<file path="src/rtl/reg_file_sb.sv">
// reg_file_sb: parametrised register bank with write-to-read bypass and pending-write scoreboard
module reg_file_sb #(
  parameter int DATA_W   = 32,
  parameter int ADDR_W   = 5,
  parameter int NUM_RD   = 2,
  parameter bit ZERO_REG = 1'b1
) (
  input  logic                     clock,
  input  logic                     reset,
  input  logic [NUM_RD*ADDR_W-1:0] rd_addr,
  output logic [NUM_RD*DATA_W-1:0] rd_data,
  output logic [NUM_RD-1:0]        rd_busy,
  input  logic                     wr_en,
  input  logic [ADDR_W-1:0]        wr_addr,
  input  logic [DATA_W-1:0]        wr_data,
  input  logic                     issue_en,
  input  logic [ADDR_W-1:0]        issue_addr,
  input  logic                     flush,
  output logic                     any_busy
);
  localparam int NUM_REGS = 2**ADDR_W;
  logic [DATA_W-1:0]   regs_q [NUM_REGS];
  logic [DATA_W-1:0]   regs_d [NUM_REGS];
  logic [NUM_REGS-1:0] pend_q, pend_d;
  logic                any_busy_q, any_busy_d;
  logic                wr_ok;
  assign wr_ok = wr_en && !(ZERO_REG && wr_addr == '0);
  // next state: write, then scoreboard in rising priority (writeback clear, issue set, flush)
  always_comb begin
    regs_d = regs_q;
    pend_d = pend_q;
    if (wr_ok) begin
      regs_d[wr_addr] = wr_data;
      pend_d[wr_addr] = 1'b0;
    end
    if (issue_en) pend_d[issue_addr] = 1'b1;
    if (flush) pend_d = '0;
    if (ZERO_REG) pend_d[0] = 1'b0;
    any_busy_d = |pend_d;
  end
  // state registers, cleared asynchronously
  always_ff @(posedge clock or negedge reset) begin
    if (!reset) begin
      regs_q     <= '{default: '0};
      pend_q     <= '0;
      any_busy_q <= 1'b0;
    end else begin
      regs_q     <= regs_d;
      pend_q     <= pend_d;
      any_busy_q <= any_busy_d;
    end
  end
  assign any_busy = any_busy_q;
  for (genvar k = 0; k < NUM_RD; k++) begin : g_rd
    logic [ADDR_W-1:0] a;
    logic              zero, byp;
    assign a    = rd_addr[k*ADDR_W +: ADDR_W];
    assign zero = ZERO_REG && a == '0;
    assign byp  = reset && wr_en && wr_addr == a;
    assign rd_data[k*DATA_W +: DATA_W] = zero ? '0 : byp ? wr_data : regs_q[a];
    assign rd_busy[k] = !(zero || byp) && pend_q[a];
  end
endmodule

</file>
<file path="config.mk">
export PLATFORM = sky130hd
export DESIGN_NAME = reg_file_sb
export DESIGN_NICKNAME = d
export VERILOG_FILES = /design/src/rtl/reg_file_sb.sv
export SDC_FILE = /design/constraint.sdc
export NUM_CORES = 2
export LEC_CHECK = 0
export ABC_AREA = 1
export BUFFER_PORTS_ARGS = -buffer_cell sky130_fd_sc_hd__buf_4
export CORE_AREA = 2 2 369 371
export DETAILED_ROUTE_END_ITERATION = 6
export DIE_AREA = 0 0 371 373
export SETUP_SLACK_MARGIN = 0.5
export SLEW_MARGIN = 20
export SYNTH_ARGS = -nofsm -noshare
export SYNTH_HDL_FRONTEND = slang
export SYNTH_SLANG_ARGS = --single-unit
</file>
<file path="constraint.sdc">
create_clock -name clock -period 1.75 [get_ports clock]
set_clock_uncertainty 0.1 [all_clocks]
set_input_delay 0.2625 -clock clock [delete_from_list [all_inputs] [get_ports clock]]
set_output_delay 0.2625 -clock clock [all_outputs]
set_load 0.1 [all_outputs]
</file>
==> results_dict.tcl <==
set metrics [dict create \
    status "finished, violations left" \
    violations "design-rule violations, negative hold slack, negative setup slack" \
    ys_warn_count 0 \
    clock_latency_ns 0.78 \
    cts_made_buffers 130 \
    fillers 12107 \
    wl_um 253000 \
    ant_nets 0 \
    synth_most_common_cell "nand2_1" \
    hp-class "primary input to flop" \
    regArea_um2 26400 \
    die_w_um 371 \
    r2r-start "pend_q[6]" \
    cp_num_buf_inv 2 \
    numPortBuffers 123 \
    max_slew.worst_pin.slew_ns 1.01 \
    nets 9121 \
    worst_hold_slack_ns -0.170 \
    antenna_cells_inserted 0 \
    areaGrowthSynthToFinish_pct 31.8 \
    coreArea_um2 135000 \
    start_util_pct 44.8 \
    vdd_ir_drop_max_uv 839 \
    crit_arrival_ns 2.30 \
    place.gp.congestion 0.933 \
    grt_pass1_vias 59734 \
    grt_usage_pct 36.1 \
    yosys.area.top_type_share_pct 43.8 \
    die_h_um 373 \
    p_per_area_nw_per_um2 1000 \
    min-delay-start "issue_addr[2]" \
    post-route-util_pct 59.0 \
    synth.area.top_cells "dfrtp_1 44%, nand2_1 17%, o21ai_0 11%, nand3_1 8.6%, o211ai_1 4.5%" \
    dr.pass1.iters 7 \
    synth_area_leader_cell "dfrtp_1" \
    syn_area_per_cell_um2 6.98 \
    crit_path_max_fanout 2 \
    p_leak_uw 0.0380 \
    rsz0062_at_grt "yes" \
    grt_max_degree 151 \
    setup_viol 66 \
    syn_inst 8640 \
    rr_worst_depth 10 \
    synthesis.area_um2 60300 \
    layoutNonFillerInstCount 10934 \
    clockRootBuffer "clkbuf_16" \
    timing_max_transition_violations_final 0 \
    cts_max_level 4 \
    fin_ws_ns -0.909 \
    drive_gt1_share_pct 21.3 \
    io_pins 124 \
    cp_slowest_cell "dfrtp_1" \
    ys.flop_type "dfrtp_1" \
    r2r_slack_ns 0.36 \
    drt_first_iter_violations 8967 \
    rows 135 \
    clk_transition_reported_paths_ns 0.06 \
    critPathTopFamily "simple AND/OR/NAND/NOR gates" \
    slew_headroom_pct 32.8 \
    cts_tree "yes" \
    start_kind "flop" \
    synth_seq_area_share_pct 43.8 \
    clock_path_buffers 3 \
    slowest_delay_ns 0.39 \
    multi_input_area_um2 31700 \
    r2r_end "any_busy" \
    async_flop_share_pct 100 \
    antenna_found_initial 5 \
    grt_pass1_wl_um 380000 \
    synth_nets 8697 \
    via_count 63971 \
    fp.dieArea_um2 138000 \
    period_needed_ns 2.66 \
    synth-edff-count 0 \
    ys_seq_elements 1056 \
    finalHoldViolCount 17 \
    drc 31 \
    hpwlAfterDp_um 167000 \
    critPathKind "flop to primary output" \
    cts.sinks 1056 \
    cts-hold-fix-buffers 44 \
    cp-end-kind "primary output" \
    critPathRequiredTime_ns 1.39 \
    gr-total-overflow 0 \
    hold_end "pend_q[24]" \
    fmaxAchievable_mhz 376 \
    period_share_pct 152 \
    crit_chain "or2_4 -> nand3_2 -> nand3_1 -> nand2_1 -> nor2_1 -> nand2_2 -> nand3_4 -> nand2_4 -> clkinvlp_4 -> buf_12" \
    vias_per_cell 5.85 \
    cap_violations 0 \
    synthDistinctLibCells 25 \
    whs_path_depth 6 \
    dp.cells 10580 \
    wl_per_cell_um 23.2 \
    ys_top_cells_by_count "2764 x nand2_1, 1320 x o21ai_0, 1056 x dfrtp_1" \
]
==> repair_timing <==
| action | CTS | global route |
|---|---|---|
| cloned | 0 | 2 |
| pin swaps | 313 | 258 |
| gates resized for setup | 587 | 301 |
| endpoints found under the hold margin | 809 | 13 |
| setup buffers | 40 | 52 |
| endpoints found under the setup margin | 68 | 541 |
==> how the worst max path moves through the flow <==
stage	start	endpoint	slack, ns	cells past startpoint
after floorplan	rd_addr[0]	rd_data[27]	-0.41	13
after global placement	rd_addr[0]	rd_data[28]	-0.86	11
after detailed placement	rd_addr[0]	rd_data[23]	-0.86	11
after CTS	regs_q[624]	rd_data[48]	-0.93	10
after global routing	regs_q[15]	rd_data[15]	-1.01	11
final	regs_q[623]	rd_data[15]	-0.91	10
==> cell families after synthesis <==
kind of cell              Yosys count  share of synthesized area, %
and+or+nand+nor                  4232                          28.9
AOI/OAI and AO/OA                1919                          17.4
buffers and inverters            1432                          9.82
DFF                              1056                          43.8
xor gates and xnor gates            1                        0.0145
==> registers in the layout (all words and copies together) (netlist names) <==
signal    flops
any_busy      1
pend_q       31
regs_q     1024
==> worst reg2reg max path, delay by kind of cell (launching register included) <==
family / cells / cell delay, ns
buf+inv: 2 / 0.24
flops: 1 / 0.42
simple gates: 8 / 0.50
==> through the flow <==
step | total power, uW | setup TNS (ns) | setup slack (ns) | instance area [um^2]
2_1_floorplan | 43200 | -17.01 | -0.414 | 62600
3_3_place_gp | 49500 | -101.01 | -0.855 | 71000
3_5_place_dp | 50000 | -98.90 | -0.858 | 71000
4_1_cts | 78600 | -51.11 | -0.927 | 78200
5_1_grt | 83300 | -55.48 | -1.01 | 79400
6_report | 79500 | -49.87 | -0.909 | 79400
==> layout by cell type, fill, tap and decap left out, drive strengths merged <==
master,count
nor2,356
or2,47
nand4,1
inv,633
nand3,1038
a21oi,226
clkbuf,201
o211ai,362
buf,1048
nor3,8
dlymetal6s4s,3
clkinvlp,5
dfrtp,1056
nand3b,18
o22ai,2
dlygate4sd3,35
o21ai,1329
clkinv,13
nand2,2764
xor2,1
bufinv,7
==> cell type report <==
cell class / instances / area share, %
multi-input combinational: 6152 / 39.9
sequential: 1056 / 33.3
timing repair buffer: 1090 / 15.6
clock buffer: 197 / 4.87
inverter: 634 / 3.09
tap: 1781 / 2.80
clock inverter: 24 / 0.400
==> where the power goes <==
group / switching (uW) / internal [uW]
logic: 12200 / 8290
clock network: 11000 / 16200
registers: 3100 / 28800
total: 26300 / 53200
==> routing by layer <==
layer	wire [um]	vias up	global-route usage [%]
met2	110000	3667	53.2
met4	13300	4	17.5
met5	28	-	0
li1	-	29038	-
met1	103000	30508	50.3
met3	27500	754	7.54
Note: power is estimated with default switching activity, not from simulation.
